==> config.mk <==
export PLATFORM = sky130hd
export DESIGN_NAME = id_instr_buffer
export DESIGN_NICKNAME = d
export VERILOG_FILES = /design/src/rtl/id_instr_buffer.sv
export SDC_FILE = /design/constraint.sdc
export NUM_CORES = 1
export LEC_CHECK = 0
export ABC_AREA = 1
export BUFFER_PORTS_ARGS = -buffer_cell sky130_fd_sc_hd__buf_2
export CELL_PAD_IN_SITES_DETAIL_PLACEMENT = 2
export CELL_PAD_IN_SITES_GLOBAL_PLACEMENT = 2
export CORE_ASPECT_RATIO = 1.25
export CORE_MARGIN = 4
export CORE_UTILIZATION = 29
export CTS_CLUSTER_DIAMETER = 80
export DETAILED_ROUTE_END_ITERATION = 12
export PLACE_DENSITY_LB_ADDON = 0.1
export SLEW_MARGIN = 10
export SYNTH_ARGS = -nofsm -noshare
export SYNTH_HDL_FRONTEND = slang
export SYNTH_SLANG_ARGS = --single-unit
==> constraint.sdc <==
create_clock -name clk_i -period 5 [get_ports clk_i]
set_clock_uncertainty 0.15 [all_clocks]
set_input_delay 1 -clock clk_i [delete_from_list [all_inputs] [get_ports clk_i]]
set_output_delay 1 -clock clk_i [all_outputs]
set_load 0.01 [all_outputs]
==> src/rtl/id_instr_buffer.sv <==
// In-order IF->ID instruction buffer with valid/ready on both sides.
// The head entry is presented with its 64-bit immediate already expanded.
module id_instr_buffer #(
  parameter int unsigned DEPTH = 2,
  localparam int unsigned PTR_W = $clog2(DEPTH)
) (
  input  logic              clk_i,
  input  logic              rstn_i,
  input  logic              flush_i,
  input  logic              valid_i,
  input  logic [31:0]       instr_i,
  input  logic [63:0]       pc_i,
  output logic              ready_o,
  output logic              valid_o,
  output logic [31:0]       instr_o,
  output logic [63:0]       pc_o,
  output logic [63:0]       imm_o,
  input  logic              ready_i,
  output logic [PTR_W:0]    count_o
);

  localparam logic [PTR_W:0] Full = (PTR_W + 1)'(DEPTH);

  localparam logic [6:0] OpLui    = 7'b0110111;
  localparam logic [6:0] OpAuipc  = 7'b0010111;
  localparam logic [6:0] OpJal    = 7'b1101111;
  localparam logic [6:0] OpJalr   = 7'b1100111;
  localparam logic [6:0] OpBranch = 7'b1100011;
  localparam logic [6:0] OpLoad   = 7'b0000011;
  localparam logic [6:0] OpStore  = 7'b0100011;
  localparam logic [6:0] OpAluI   = 7'b0010011;
  localparam logic [6:0] OpAluIW  = 7'b0011011;
  localparam logic [6:0] OpSystem = 7'b1110011;

  logic [PTR_W:0]   count_q, count_d;
  logic [PTR_W-1:0] rd_ptr_q, rd_ptr_d;
  logic [PTR_W-1:0] wr_ptr_q, wr_ptr_d;
  logic [31:0]      instr_mem [DEPTH];
  logic [63:0]      pc_mem    [DEPTH];
  logic             push, pop;

  assign ready_o = (count_q != Full);
  assign valid_o = (count_q != '0);
  assign count_o = count_q;
  assign push    = valid_i && ready_o;
  assign pop     = valid_o && ready_i;

  // Flush wins over any handshake in the same cycle; the incoming word is dropped.
  always_comb begin
    count_d  = count_q;
    rd_ptr_d = rd_ptr_q;
    wr_ptr_d = wr_ptr_q;
    if (flush_i) begin
      count_d  = '0;
      rd_ptr_d = '0;
      wr_ptr_d = '0;
    end else begin
      if (push) wr_ptr_d = wr_ptr_q + 1'b1;
      if (pop)  rd_ptr_d = rd_ptr_q + 1'b1;
      unique case ({push, pop})
        2'b10:   count_d = count_q + 1'b1;
        2'b01:   count_d = count_q - 1'b1;
        default: count_d = count_q;
      endcase
    end
  end

  always_ff @(posedge clk_i or negedge rstn_i) begin
    if (!rstn_i) begin
      count_q  <= '0;
      rd_ptr_q <= '0;
      wr_ptr_q <= '0;
    end else begin
      count_q  <= count_d;
      rd_ptr_q <= rd_ptr_d;
      wr_ptr_q <= wr_ptr_d;
    end
  end

  // Storage needs no reset: it is only observed while count is non-zero.
  always_ff @(posedge clk_i) begin
    if (push && !flush_i) begin
      instr_mem[wr_ptr_q] <= instr_i;
      pc_mem[wr_ptr_q]    <= pc_i;
    end
  end

  always_comb begin
    instr_o = '0;
    pc_o    = '0;
    if (valid_o) begin
      instr_o = instr_mem[rd_ptr_q];
      pc_o    = pc_mem[rd_ptr_q];
    end
  end

  // Immediate generator on the head instruction.
  always_comb begin
    imm_o = '0;
    case (instr_o[6:0])
      OpLui, OpAuipc:
        imm_o = {{32{instr_o[31]}}, instr_o[31:12], 12'b0};
      OpJal:
        imm_o = {{43{instr_o[31]}}, instr_o[31], instr_o[19:12], instr_o[20],
                 instr_o[30:21], 1'b0};
      OpJalr, OpLoad, OpAluI, OpAluIW, OpSystem:
        imm_o = {{52{instr_o[31]}}, instr_o[31:20]};
      OpBranch:
        imm_o = {{51{instr_o[31]}}, instr_o[31], instr_o[7], instr_o[30:25],
                 instr_o[11:8], 1'b0};
      OpStore:
        imm_o = {{52{instr_o[31]}}, instr_o[31:25], instr_o[11:7]};
      default:
        imm_o = '0;
    endcase
  end

endmodule

After elaboration in Yosys (flattened, before gate mapping)
Memories as Yosys holds them, arrays and structs flattened.
Cells that the tools add are included.

word-level totals
  register bits after elaboration = 4
  logic and storage cells = 43
  input port bits = 101
  RAM bits = 192
  output and inout bits = 164
  memories = 2

memories
  memory     words  width  rd ports  clocked after Yosys merged registers in  write ports  RTL line  RTL
  pc_mem     2      64     1         0                                        1            39        logic [63:0] pc_mem [DEPTH];
  instr_mem  2      32     1         0                                        1            38        logic [31:0] instr_mem [DEPTH];

operators by class
  equal/unequal tests = 13
  add/sub/neg operators = 4
  mux-type cells = 11
  reductions and logical operators = 10

operators with widths
  cell                                                  number
  one-hot mux 64 bit (5 select lines)                   1
  2-to-1 mux 64 bit                                     1
  2-to-1 mux 32 bit                                     1
  equality test 7 bit (second input constant)           4
  equality test 7 x 5 -> 1 bit (second input constant)  3
  equality test 7 x 6 -> 1 bit (second input constant)  2
  equality test 7 x 2 -> 1 bit (second input constant)  1
  2-to-1 mux 1 bit                                      6
  nonzero test 2 bit                                    3
  OR reduction 5 bit                                    1
  one-hot mux 2 bit (2 select lines)                    1
  logical AND 1 bit                                     3
  nonzero test 3 bit                                    1
  adder 1 bit (second input constant)                   2
  adder 2 x 1 -> 2 bit (second input constant)          1
  equality test 2 x 1 -> 1 bit (second input constant)  1
  equality test 2 bit (second input constant)           1
  2-to-1 mux 2 bit                                      1
  inequality test 2 bit (second input constant)         1
  OR reduction 2 bit                                    1
  subtractor 2 x 1 -> 2 bit (second input constant)     1
  logical NOT 1 bit                                     1

Logic depth before layout (Yosys ltp)
  depth after elaboration = 5
  gate-level depth with buffers = 13
  gate-level depth less buffers = 10

Worst setup path before layout
No wires, ideal clock.

  path kind = input port to flip-flop
  start point = in valid_i
  end point = mem instr_mem[0][0] (enable)
  path slack = -0.922 ns
  setup time = 0.551 ns
  stages = 4
  arrival time = 5.221 ns
  data required time = 4.299 ns
  buffers on the path = 0
  cells stage by stage = nand2_1 inv_1 nand2_1 nor2_1

on the way
  cells in the longest elaborated chain, start to end = 4

ends and longest elaborated chain
  element                                 RTL line  RTL
  start, declared                         10        input logic valid_i,
  logical AND 1 bit                       45        assign push = valid_i && ready_o;
  logical AND 1 bit                       82        if (push && !flush_i) begin
  2-to-1 mux 1 bit                        82
  2-to-1 mux 1 bit (not written as such)  83        instr_mem[wr_ptr_q] <= instr_i;
  end, declared                           38

Every way passes these cells.

Final worst setup path
  start point = reg rd_ptr_q
  end point = out imm_o[9]

on the way
  cells in the longest elaborated chain, start to end = 5
  elaborated cells between the ends (all ways) = 15
  classes of those cells = eq/ne: 10; mux: 2; reduce/logical: 2; memory: 1

ends and longest elaborated chain
  element                                                          RTL line  RTL
  start, declared                                                  36        logic [PTR_W-1:0] rd_ptr_q, rd_ptr_d;
  start signal, assigned                                           75        rd_ptr_q <= rd_ptr_d;
  memory (2 x 32 bit) (*)                                          n/a
  2-to-1 mux 32 bit (*)                                            91        if (valid_o) begin
  equality test 7 bit (tied with other cells)                      100       case (instr_o[6:0])
  OR reduction 5 bit / OR reduction 2 bit (equally long branches)  100
  one-hot mux 64 bit (5 select lines) (*)                          100
  end, declared                                                    17        output logic [63:0] imm_o,

Every way passes the cells marked *; elsewhere a longest branch is shown, timed or not.

==> summary.txt <==
CTS
  – Sink Count: 196
  – Root buffer cell: clkbuf_16
  – CTS-repair resized insts: 0
  – CTS tree: yes
  – Clock Latency Late Sink: 0.43 ns
  – Clock tree buffer depth: 2
  – Clock-pin slew on the worst setup and hold paths: 0.07 ns
  – TritonCTS Buffers: 17
  – H-tree Lvls: 4

Timing
  – Unrepaired setup endpoints after global routing: false
  – FMAX: 229 MHz
  – Final hold vios: 0
  – Final Setup Violations: 0
  – Min cycle time layout: 4.36 ns
  – Max-slew violations: 0
  – Setup TNS: 0 ns
  – Headroom to the max-slew limit: 0.390
  – Worst-margin pin slew: 0.913 ns
  – Final Cycle Share: 0.872

Pwr
  – Pwr dens: 485 nW/µm²
  – Tot Pwr: 5.10 mW
  – Leak: 4.52 nW
  – Peak VDD IR: 0.259 mV

Logic synthesis
  – Synth Warn #: 0
  – Syn_area_per_cell: 11.7 µm²
  – Syn_nets: 817
  – Register area share after synthesis: 0.700
  – Mapped Cells: 716
  – Netlist cell types: 29
  – Synthesized area: 8380 µm²
  – Yosys reg bits: 196

Route
  – Residual DRC: 0
  – Routed wl met3: 1.94 mm
  – Iter 0 DRT Violations: 251
  – Top routing layer used: met5
  – Met1 Wirelength: 9.45 mm
  – Final WL: 25.3 mm
  – Via Count: 6,162
  – DRT Pass-1 Iters: 4
  – Antenna Nets Post-Route: 0
  – WL/cell: 19.2 µm
  – WL met2: 13.6 mm
  – Via density: 4.69

Worst setup path
  – WP data arrival: 3.21 ns
  – CP max stage delay: 0.75 ns
  – FF-to-FF setup slack: 2.42 ns
  – Setup CP Type: flop to output pin
  – Reg2Reg Depth: 8
  – Cell Chain, Critical Path: inv_4 -> buf_4 -> nand2_1 -> a21oi_1 -> a21boi_0 -> inv_1 -> nand2_1 -> buf_2
  – Crit Path Max Fanout: 73
  – Most frequent CP cell: nand2_1
  – Slowest cell on the critical path: buf_4
  – Element type at the critical path end: output pin
  – Req. time, crit path: 3.85 ns
  – CP Launch Type: flop

GRT
  – Largest net degree at the start of global routing: 74
  – Total grt overflow: 0
  – First-pass GRT wire length: 38.7 mm
  – Initial antenna violation count: 7
  – GRT Total Usage: 0.159
  – Vias in the first global route: 6,706

Placed design
  – GPL Wtd Cong: 0.737
  – PortBufs: 264
  – Detailed placement HPWL: 17.9 mm

Cells and area
  – Layout cells sized above 1: 0.350
  – Fillers: 3,101
  – Most frequent cells in the layout: buf_2 (264), nand2_1 (247), edfxtp_1 (192)
  – Syn-to-layout area delta: 25.5%
  – Post-layout nets: 1,044
  – Most common cell after layout, fill and taps aside: buf_2

Die
  – Core area: 28,500 µm²
  – Ports: 265
  – Die W: 160 µm
  – Chip Height: 198 µm
  – Die area: 31,700 µm²
  – Row cnt: 69
  – Initial core utilization: 0.294

Worst hold path
  – Hold Path Class: input pin to async pin

Status
  – Outcome: finished clean

Job
  – Max-cap violations: 0
[synthesized netlist by cell type]
master    number  share of area
nand3_2        1         0.0012
nor2_1        10         0.0045
inv_2          3         0.0013
nor3_2         1         0.0012
nand3_1       23          0.014
nand4_1       14          0.010
dfrtp_1        4          0.012
xor2_1         1         0.0010
nand3_4        1         0.0021
nand2_1      247           0.11
o21ai_1        9         0.0054
o21ai_4        1         0.0019
nor3_1         1        0.00060
buf_2         18          0.011
o22ai_1        1        0.00075
clkbuf_1       5         0.0022
buf_6          5         0.0067
a21oi_4        2         0.0039
o21ai_0        4         0.0024
nor2_4         4         0.0054
inv_1         18         0.0081
a21oi_1       92          0.055
buf_4         34          0.030
edfxtp_1     192           0.69
a21boi_0       6         0.0054
inv_4          1        0.00075
nand2_2        4         0.0030
buf_1          9         0.0040
nand2_4        5         0.0067
[cell families (layout without fill, tap and decap cells)]
| family | Yosys count | count (layout) | share of synthesized area |
|---|---|---|---|
| AOI/OAI and AO/OA | 115 | 115 | 0.0747 |
| and+or+nand+nor | 311 | 312 | 0.160 |
| DFF | 196 | 196 | 0.700 |
| other | 0 | 3 | 0 |
| buffers and inverters | 93 | 332 | 0.0644 |
| xor gates and xnor gates | 1 | 1 | 0.00105 |
[state kept, by name (all words and copies together), names as in the netlist]
signal     count
count_o        2
wr_ptr_q       1
pc_mem       128
instr_mem     64
rd_ptr_q       1
[metrics by stage]
step | setup slack, ns | instances | hold WS, ns | util | area (µm²)
after floorplan | 0.685 | 716 | 0.329 | - | 8380
after global placement | 0.545 | 1276 | 0.383 | 0.345 | 9830
after detailed placement | 0.426 | 1276 | 0.398 | 0.345 | 9830
after CTS | 0.302 | 1309 | 0.182 | 0.368 | 10500
after global routing | 0.184 | 1312 | 0.188 | 0.369 | 10500
final | 0.639 | 1314 | 0.208 | 0.369 | 10500
[repair_timing]
action,CTS,global route
pin swaps,1,2
setup buffers,0,2
endpoints found under the setup margin,33,33
hold buffers,0,0
gates cloned,1,0
[worst max-delay path, delay by kind of cell (launching register included)]
family | cells | cell delay (ns)
compound gates | 2 | 0.64
simple gates | 2 | 0.18
flops | 1 | 0.67
buf+inv | 4 | 1.27
[layer usage]
layer	up-vias	track usage
met3	21	0.0600
met5	-	0
met1	3048	0.170
met2	180	0.296
met4	10	0.0430
li1	2903	-
[layout make-up]
| cell class | count | area, µm² | area share |
|---|---|---|---|
| flip-flops and latches | 196 | 5870 | 0.558 |
| multi-input cells | 428 | 1990 | 0.189 |
| repair buffers | 278 | 1460 | 0.139 |
| clock buffers | 22 | 484 | 0.0460 |
| well taps | 355 | 444 | 0.0422 |
| clock inverters | 10 | 169 | 0.0161 |
| inverters | 22 | 85.1 | 0.00809 |
| diodes | 3 | 7.51 | 0.000714 |
[path summary, 6_finish.rpt]
path / from / endpoint
min in group clk_i: wr_ptr_q / wr_ptr_q
min reg2reg: wr_ptr_q / wr_ptr_q
max: rd_ptr_q / imm_o[9]
max reg2reg: count_o[1] / pc_mem[0][60]
max in group asynchronous: rstn_i / rd_ptr_q
min: rstn_i / rd_ptr_q
[where the power goes]
| group | leakage [nW] | switching, mW | internal (mW) | total (mW) |
|---|---|---|---|---|
| combinational | 2.39 | 1.11 | 0.484 | 1.60 |
| sequential | 1.81 | 0.0612 | 1.95 | 2.02 |
| clock | 0.321 | 0.596 | 0.896 | 1.49 |
| total | 4.52 | 1.77 | 3.33 | 5.10 |
(Power assumes the default switching activity.)
